===== config.mk =====
export PLATFORM = sky130hd
export DESIGN_NAME = laser_spot_finder
export DESIGN_NICKNAME = d
export VERILOG_FILES = /design/src/rtl/laser_spot_finder.sv
export SDC_FILE = /design/constraint.sdc
export NUM_CORES = 1
export LEC_CHECK = 0
export ABC_AREA = 1
export BUFFER_PORTS_ARGS = -buffer_cell sky130_fd_sc_hd__buf_2
export CAP_MARGIN = 20
export CORE_UTILIZATION = 50
export DETAILED_ROUTE_END_ITERATION = 6
export PLACE_DENSITY = 0.83
export SYNTH_ARGS = -nofsm -noshare
export SYNTH_HDL_FRONTEND = slang
export SYNTH_SLANG_ARGS = --single-unit
export TNS_END_PERCENT = 1

===== constraint.sdc =====
create_clock -name clk -period 3.07 [get_ports clk]
set_clock_uncertainty 0.15 [all_clocks]
set_input_delay 0.1535 -clock clk [delete_from_list [all_inputs] [get_ports clk]]
set_output_delay 0.1535 -clock clk [all_outputs]
set_load 0.02 [all_outputs]

===== src/rtl/laser_spot_finder.sv =====
// laser_spot_finder
// Raster-scans a frame buffer through a registered read port (data arrives
// one cycle after the address). It finds the brightest pixel at or above a
// latched threshold and counts every qualifying pixel.
// Optional build macro: SPOT_CENTROID_EN. When defined, sum_x/sum_y
// accumulate the coordinates of qualifying pixels. When undefined, those
// outputs are tied to zero and no accumulator hardware is built.
// The frame geometry must satisfy FRAME_W <= 256, FRAME_H <= 128 and
// FRAME_W*FRAME_H <= 32768 so that the coordinate and address ports can hold it.
module laser_spot_finder #(
   parameter int FRAME_W = 160,
   parameter int FRAME_H = 120
) (
   input  logic        clk,
   input  logic        rst,
   input  logic        start,
   input  logic [7:0]  threshold,
   output logic [14:0] frame_addr,
   input  logic [7:0]  frame_pixel,
   output logic        busy,
   output logic        done,
   output logic        spot_found,
   output logic [7:0]  spot_x,
   output logic [6:0]  spot_y,
   output logic [7:0]  spot_peak,
   output logic [14:0] spot_count,
   output logic [21:0] sum_x,
   output logic [21:0] sum_y
);

   localparam int          N         = FRAME_W * FRAME_H;
   localparam logic [14:0] ADDR_LAST = 15'(N - 1);
   localparam logic [7:0]  X_LAST    = 8'(FRAME_W - 1);
   localparam logic [14:0] COUNT_MAX = 15'h7fff;

   typedef enum logic [1:0] {IDLE, SCAN, DRAIN, DONE} state_t;

   state_t      state_reg;
   logic [14:0] addr_reg;
   logic [7:0]  x_reg;
   logic [6:0]  y_reg;
   logic [7:0]  thr_reg;
   logic        busy_reg;
   logic        done_reg;

   // Compare stage: coordinates delayed one cycle to line up with frame_pixel.
   logic        pix_valid_reg;
   logic [7:0]  x_d_reg;
   logic [6:0]  y_d_reg;

   // Working accumulators for the scan in progress.
   logic        found_reg, found_next;
   logic [7:0]  peak_reg,  peak_next;
   logic [7:0]  px_reg,    px_next;
   logic [6:0]  py_reg,    py_next;
   logic [14:0] count_reg, count_next;

   // Published results. They change only when the FSM enters DONE.
   logic        res_found_reg;
   logic [7:0]  res_x_reg;
   logic [6:0]  res_y_reg;
   logic [7:0]  res_peak_reg;
   logic [14:0] res_count_reg;

   logic accept;
   logic qualify;

   // A start request is honoured only from IDLE. Requests seen while scanning
   // or while in DONE are dropped.
   assign accept  = (state_reg == IDLE) && start;
   assign qualify = pix_valid_reg && (frame_pixel >= thr_reg);

   // Next value of the working accumulators for the pixel now on frame_pixel.
   always_comb begin
      found_next = found_reg;
      peak_next  = peak_reg;
      px_next    = px_reg;
      py_next    = py_reg;
      count_next = count_reg;
      if (qualify) begin
         found_next = 1'b1;
         if (count_reg != COUNT_MAX) begin
            count_next = count_reg + 15'd1;
         end
         // A strict compare keeps the earliest pixel on ties. The first
         // qualifying pixel always loads, so a zero-valued spot with
         // threshold 0 still reports its own coordinates.
         if (!found_reg || (frame_pixel > peak_reg)) begin
            peak_next = frame_pixel;
            px_next   = x_d_reg;
            py_next   = y_d_reg;
         end
      end
   end

   // Control FSM: address generation, x/y tracking, busy/done flags.
   always_ff @(posedge clk) begin
      if (rst) begin
         state_reg <= IDLE;
         addr_reg  <= '0;
         x_reg     <= '0;
         y_reg     <= '0;
         thr_reg   <= '0;
         busy_reg  <= 1'b0;
         done_reg  <= 1'b0;
      end else begin
         case (state_reg)
            IDLE: begin
               done_reg <= 1'b0;
               if (start) begin
                  state_reg <= SCAN;
                  thr_reg   <= threshold;
                  busy_reg  <= 1'b1;
                  addr_reg  <= '0;
                  x_reg     <= '0;
                  y_reg     <= '0;
               end
            end
            SCAN: begin
               if (addr_reg == ADDR_LAST) begin
                  // The final pixel is still in flight from the buffer.
                  // DRAIN gives it one more cycle to reach the compare stage.
                  state_reg <= DRAIN;
                  addr_reg  <= '0;
                  x_reg     <= '0;
                  y_reg     <= '0;
               end else begin
                  addr_reg <= addr_reg + 15'd1;
                  if (x_reg == X_LAST) begin
                     x_reg <= '0;
                     y_reg <= y_reg + 7'd1;
                  end else begin
                     x_reg <= x_reg + 8'd1;
                  end
               end
            end
            DRAIN: begin
               state_reg <= DONE;
               busy_reg  <= 1'b0;
               done_reg  <= 1'b1;
            end
            DONE: begin
               state_reg <= IDLE;
               done_reg  <= 1'b0;
            end
            default: begin
               state_reg <= IDLE;
               busy_reg  <= 1'b0;
               done_reg  <= 1'b0;
            end
         endcase
      end
   end

   // Read-latency pipeline: a pixel is valid the cycle after its address was
   // presented in SCAN.
   always_ff @(posedge clk) begin
      if (rst) begin
         pix_valid_reg <= 1'b0;
         x_d_reg       <= '0;
         y_d_reg       <= '0;
      end else begin
         pix_valid_reg <= (state_reg == SCAN);
         x_d_reg       <= x_reg;
         y_d_reg       <= y_reg;
      end
   end

   // Working accumulators: cleared on an accepted start, otherwise follow next.
   always_ff @(posedge clk) begin
      if (rst || accept) begin
         found_reg <= 1'b0;
         peak_reg  <= '0;
         px_reg    <= '0;
         py_reg    <= '0;
         count_reg <= '0;
      end else begin
         found_reg <= found_next;
         peak_reg  <= peak_next;
         px_reg    <= px_next;
         py_reg    <= py_next;
         count_reg <= count_next;
      end
   end

   // Publish results on DRAIN->DONE. The next values are used so that the
   // last pixel, which is compared during DRAIN itself, is included.
   always_ff @(posedge clk) begin
      if (rst) begin
         res_found_reg <= 1'b0;
         res_x_reg     <= '0;
         res_y_reg     <= '0;
         res_peak_reg  <= '0;
         res_count_reg <= '0;
      end else if (state_reg == DRAIN) begin
         res_found_reg <= found_next;
         res_x_reg     <= px_next;
         res_y_reg     <= py_next;
         res_peak_reg  <= peak_next;
         res_count_reg <= count_next;
      end
   end

`ifdef SPOT_CENTROID_EN
   logic [21:0] acc_sx_reg, acc_sx_next;
   logic [21:0] acc_sy_reg, acc_sy_next;
   logic [21:0] res_sx_reg;
   logic [21:0] res_sy_reg;

   // Coordinate sums of qualifying pixels, for a host-side centroid.
   always_comb begin
      acc_sx_next = acc_sx_reg;
      acc_sy_next = acc_sy_reg;
      if (qualify) begin
         acc_sx_next = acc_sx_reg + 22'(x_d_reg);
         acc_sy_next = acc_sy_reg + 22'(y_d_reg);
      end
   end

   // Centroid accumulators and their published copies.
   always_ff @(posedge clk) begin
      if (rst) begin
         acc_sx_reg <= '0;
         acc_sy_reg <= '0;
         res_sx_reg <= '0;
         res_sy_reg <= '0;
      end else begin
         if (accept) begin
            acc_sx_reg <= '0;
            acc_sy_reg <= '0;
         end else begin
            acc_sx_reg <= acc_sx_next;
            acc_sy_reg <= acc_sy_next;
         end
         if (state_reg == DRAIN) begin
            res_sx_reg <= acc_sx_next;
            res_sy_reg <= acc_sy_next;
         end
      end
   end

   assign sum_x = res_sx_reg;
   assign sum_y = res_sy_reg;
`else
   assign sum_x = '0;
   assign sum_y = '0;
`endif

   assign frame_addr = addr_reg;
   assign busy       = busy_reg;
   assign done       = done_reg;
   assign spot_found = res_found_reg;
   assign spot_x     = res_x_reg;
   assign spot_y     = res_y_reg;
   assign spot_peak  = res_peak_reg;
   assign spot_count = res_count_reg;

endmodule


Yosys cells after proc, flatten, opt, wreduce, memory -nomap -nowiden
Cells that the tools add are included.
{"block": "word_totals", "ff_bits": 136, "latch_bits": 0, "mem_bits_rw": 0, "mem_bits_ro": 0, "input_bits": 19, "output_inout_bits": 100, "wordCells": 76, "mem_count": 0}
{"block": "classes", "n_addsub": 4, "n_mul": 0, "n_div": 0, "magnitude_cmp": 2, "eq_ne": 9, "shift": 0, "muxes": 26, "bitwise": 0, "reduce_logical": 15}
{"operator": "two-way mux 15 bit", "n": 4}
{"operator": "two-way mux 8 bit", "n": 7}
{"operator": "two-way mux 7 bit", "n": 5}
{"operator": "adder 15 x 1 -> 15 bit (second input constant)", "n": 2}
{"operator": "case mux 15 bit (2 select lines)", "n": 1}
{"operator": "case mux 8 bit (2 select lines)", "n": 1}
{"operator": "equality test 15 bit (second input constant)", "n": 1}
{"operator": "inequality test 15 bit (second input constant)", "n": 1}
{"operator": "case mux 7 bit (2 select lines)", "n": 1}
{"operator": "adder 8 x 1 -> 8 bit (second input constant)", "n": 1}
{"operator": "equality test 8 bit (second input constant)", "n": 1}
{"operator": "greater-or-equal comparator 8 bit", "n": 1}
{"operator": "greater-than comparator 8 bit", "n": 1}
{"operator": "case mux 2 bit (4 select lines)", "n": 1}
{"operator": "AND reduction 2 bit", "n": 4}
{"operator": "adder 7 x 1 -> 7 bit (second input constant)", "n": 1}
{"operator": "nonzero test 2 bit", "n": 3}
{"operator": "equality test 2 bit (second input constant)", "n": 2}
{"operator": "two-way mux 2 bit", "n": 2}
{"operator": "inequality test 2 bit (second input constant)", "n": 2}
{"operator": "case mux 1 bit (2 select lines)", "n": 2}
{"operator": "inequality test 3 bit (second input constant)", "n": 1}
{"operator": "AND reduction 3 bit", "n": 1}
{"operator": "equality test 2 x 1 -> 1 bit (second input constant)", "n": 1}
{"operator": "6 further kinds", "n": 9}

Logic depth before layout (Yosys ltp)
{"block": "depth", "depth_word": 4, "mapped_depth": 17, "mapped_depth_nobuf": 16}

Worst setup path before layout
No wires, ideal clock.
{"block": "synth_path", "path_type": "reg-to-reg", "from": "reg state_reg[0]", "to": "reg addr_reg[14], in the netlist frame_addr[14]", "setup_time_ns": 0.116, "arrival_time_ns": 1.659, "t_required_ns": 2.804, "setup_slack_ns": 1.145, "path_stages_with_launch": 11, "path_buffers": 0, "period_less_slack_ns": 1.925, "path_cell_list": "dfxtp_1 > inv_1 > ha_1 > o21ai_4 > inv_6 > nor2_8 > nand3_4 > nor2_4 > nand3_1 > xor2_1 > nor2_2"}
{"block": "synth_via", "elab_chain_len": 3, "elab_cells_between_ends": 6, "cone_classes": "eq/ne (2); mux (1); reduce/logical (3)"}
{"item": "from (decl)", "line": "38", "text": "state_t state_reg;"}
{"item": "from (signal assigned)", "line": "99", "text": "state_reg <= IDLE;"}
{"item": "from (signal assigned)", "line": "111", "text": "state_reg <= SCAN;"}
{"item": "from (signal assigned)", "line": "123", "text": "state_reg <= DRAIN;"}
{"item": "equality test 2 x 1 -> 1 bit or zero test 2 bit (tied branches)", "line": "107", "text": "case (state_reg)"}
{"item": "nonzero test 2 bit (no source line) or inequality test 2 bit (tied branches)"}
{"item": "AND reduction 2 bit (no source line)"}
{"item": "to (signal assigned)", "line": "128", "text": "addr_reg <= addr_reg + 15'd1;"}
{"item": "to (decl)", "line": "39", "text": "logic [14:0] addr_reg;"}
Several ways; a longest one is shown, not always the timed one.
A chain may end at the register's enable or synchronous reset.

Worst setup path after layout
{"block": "layout_path", "from": "in frame_pixel[5]", "to": "reg res_count_reg[0], in the netlist spot_count[0]"}
{"block": "layout_via", "elab_chain_len": 3}
{"item": "from (decl)", "line": "19", "text": "input logic [7:0] frame_pixel,"}
{"item": "greater-or-equal comparator 8 bit", "line": "71", "text": "assign qualify = pix_valid_reg && (frame_pixel >= thr_reg);"}
{"item": "logical AND 1 bit", "line": "71"}
{"item": "two-way mux 15 bit", "line": "80", "text": "if (qualify) begin"}
{"item": "to (signal assigned)", "line": "200", "text": "res_count_reg <= count_next;"}
{"item": "to (decl)", "line": "63", "text": "logic [14:0] res_count_reg;"}
No other way between the ends.

==> key figures <==
Critical path
  • Critical Path Sink: spot_count[0]
  • Critical-path cell list: dlygate4sd3_1, buf_2, ha_1, a21oi_1, nor2_1, nor2_1, nand2_1, nand2_1, nor2_1, nand2_1, nand3_1, nand2_1, inv_1
  • Worst r2r path cells: 12
  • Worst Setup SP: frame_pixel[5]
  • FF-to-FF Start: thr_reg[5]
  • CP max-delay cell: dlygate4sd3_1
  • Worst path bufs/invs: 3
  • Setup CP Type: in -> reg
  • Max stage delay on crit path: 0.55 ns
  • Worst-path maximum fanout: 15
  • Crit. End Element: flop
  • WP data required: between 3 and 4 ns
  • Crit path depth: 13
  • Crit path max-delay family: simple AND/OR/NAND/NOR gates
  • Worst R2R Setup Slack: around 0.77 ns
  • CP most frequent cell: nand2_1
  • Crit start category: input pin
  • R2r endpoint: spot_count[0]
  • Data arrival, critical path: 2.57 ns

Routing
  • DRC Markers: 0
  • Final WL: 13800 microns
  • DRT iter0 DRCs: between 300 and 400
  • Vias per cell: between 4 and 5
  • First drt pass iteration count: 5
  • Vias: 5573
  • Drt wl/cell: 11.9 microns
  • Antenna viol nets, final: 0

Finish
  • Final nets: 1017
  • Final instance area: 0.00756 sq mm
  • Share of layout cells above drive strength 1: between 10% and 20%
  • Number of diodes: 0
  • Core Util, Final: about three fifths
  • Area grow syn2layout: 17.1%

STA
  • Measured slew at the worst slew-check pin: 0.856 ns
  • Final Max Slew Viols: 0
  • Final Setup Violations: 0
  • Setup_tns: 0 ns
  • Fin crit share: 78.0%
  • Fin crit period: approximately 2.4 ns
  • Hold Fails Final Rpt: 0
  • FMAX: between 400 and 500 MHz
  • Max-slew headroom: between 40 and 50%
  • RSZ-0062 raised after global routing: false

Global route
  • Grt ovf: 0
  • GRT Overall Usage: between 20 and 25%
  • First-pass GRT wire length: 23300 microns
  • Vias in the first global route: 5048
  • Largest net degree at the start of global routing: 61
  • Initial antenna violation count: 0

Synthesis
  • Synth top area share: between 40% and 50%
  • Register area share after synthesis: a little over two fifths
  • Register bit total from synthesis: 136
  • Post-Syn Area: 0.00646 sq mm
  • Top cell type by total area after synthesis: dfxtp_1
  • Ys Warns: 0
  • Top-count cell post-synth: nand2_1
  • Synth cell types: 41
  • Cells after Synth: a little under 900
  • Fraction of registers with async set/reset: 0%
  • Area contributors post-synth: dfxtp_1 42%, nand2_1 9.5%, nor2_1 7.7%
  • Ys flop type: dfxtp_1
  • EDFF count, synth: 0
  • Avg Inst Size Synth: 7.25 sq um
  • Synth top cells by count: 163 x nand2_1, 136 x dfxtp_1, 133 x nor2_1

Place
  • Hpwl dp: 8890 microns
  • GP Congestion: 0.829
  • Port bufs: 74
  • Area post-placement: between 0.006 and 0.007 sq mm

Floorplan
  • Boundary pin count: approximately 120
  • Die Y: 116 microns
  • Core Rows: 41
  • Starting Density: 51.2%
  • Die area: 0.0134 sq mm
  • DIE WIDTH: 116 microns
  • Core area: approximately 0.013 sq mm

Clocking
  • Root buf cell: clkbuf_16
  • Clock Pin Slew Worst Setup and Hold Paths: about 0.05 ns
  • Clock Latency Late Sink: 0.43 ns
  • Post-CTS sizing: 0
  • Clock sink count: 136
  • Htree depth: 4
  • Clock buffer depth: 2
  • CTS Buf Count: 17
  • TritonCTS clock tree: done

Run
  • Max_cap viols: 0

Power and ir drop
  • Worst IR drop on VDD: around 0.36 mV
  • Tot Pwr: 5.93 mW
  • Pwr Density: slightly below 800 mW/mm^2
  • P_leak: 3.49 nW

Hold path
  • Min-delay worst type: in -> reg

Run status
  • Status: finished clean
cell type report:
type | instances | area [sq um]
inverter | 116 | 440
tap | 172 | 215
clock inverter | 11 | 123
sequential | 136 | 2720
timing repair buffer | 96 | 601
fill | 1167 | 5060
clock buffer | 21 | 460
multi-input combinational | 607 | 3000
layout by cell type, fill, tap and decap left out, drive strengths merged, types with 4 or more instances in the layout:
cell type    synthesis  routed
a21oi               69      69
nor2               139     139
clkbuf              18      21
ha                  24      24
clkinvlp             0       4
clkinv               1       5
o21ai               28      28
nand3               83      83
inv                115     116
xor2                15      15
dfxtp              136     136
conb                 1      44
nand2              168     168
nor3                16      16
buf                 57      80
dlygate4sd3          0      16
nand4                7       7
power breakdown:
part	switching (mW)	internal (mW)	leakage, nW
clock	0.774	1.24	0.275
sequential	0.125	2.02	1.10
combinational	1.21	0.561	2.11
total	2.11	3.81	3.49
logic make-up after synthesis:
kind of cell | share of synthesized area (%)
fa+ha+maj | 4.65
other cells | 0.0581
buf+inv | 13.9
compound gates | 8.68
xor+xnor | 2.31
flops | 42.2
simple gates | 28.2
worst min-delay path, cell delays in order:
cell,delay (ns)
buf_2,0.12
nor2_1,0.05
inv_1,0.14
a21oi_1,0.10
how the worst min path moves through the flow:
stage	startpoint	end	slack (ns)	cells after the start
6_report	start	busy	0.05	4
4_1_cts	start	thr_reg[3]	0.03	3
3_5_place_dp	threshold[0]	thr_reg[0]	0.28	3
3_3_place_gp	done	done	0.28	2
2_1_floorplan	threshold[0]	thr_reg[0]	0.17	2
5_1_grt	start	thr_reg[3]	0.08	3
per-stage QoR:
stage / hold WS [ns] / setup slack, ns / std cells
floorplan: 0.170 / 1.14 / 934
global placement: 0.283 / 0.911 / 1111
detailed placement: 0.276 / 0.841 / 1111
CTS: 0.0347 / 0.682 / 1159
global route: 0.0788 / 0.414 / 1159
finish: 0.0456 / 0.676 / 1159
metal layers:
layer	vias to the layer above	GRT usage, %	wire length, microns
li1	2889	-	-
met5	-	0	0
met3	25	5.81	895
met1	2514	27.5	6320
met2	145	36.1	6380
met4	0	10.8	253
what timing repair did:
| action | CTS | global route |
|---|---|---|
| hold endpoints to repair | 21 | 0 |
| hold buffers | 16 | 0 |
| buffers inserted | 0 | 0 |
Note: power is estimated with default switching activity, not from simulation.
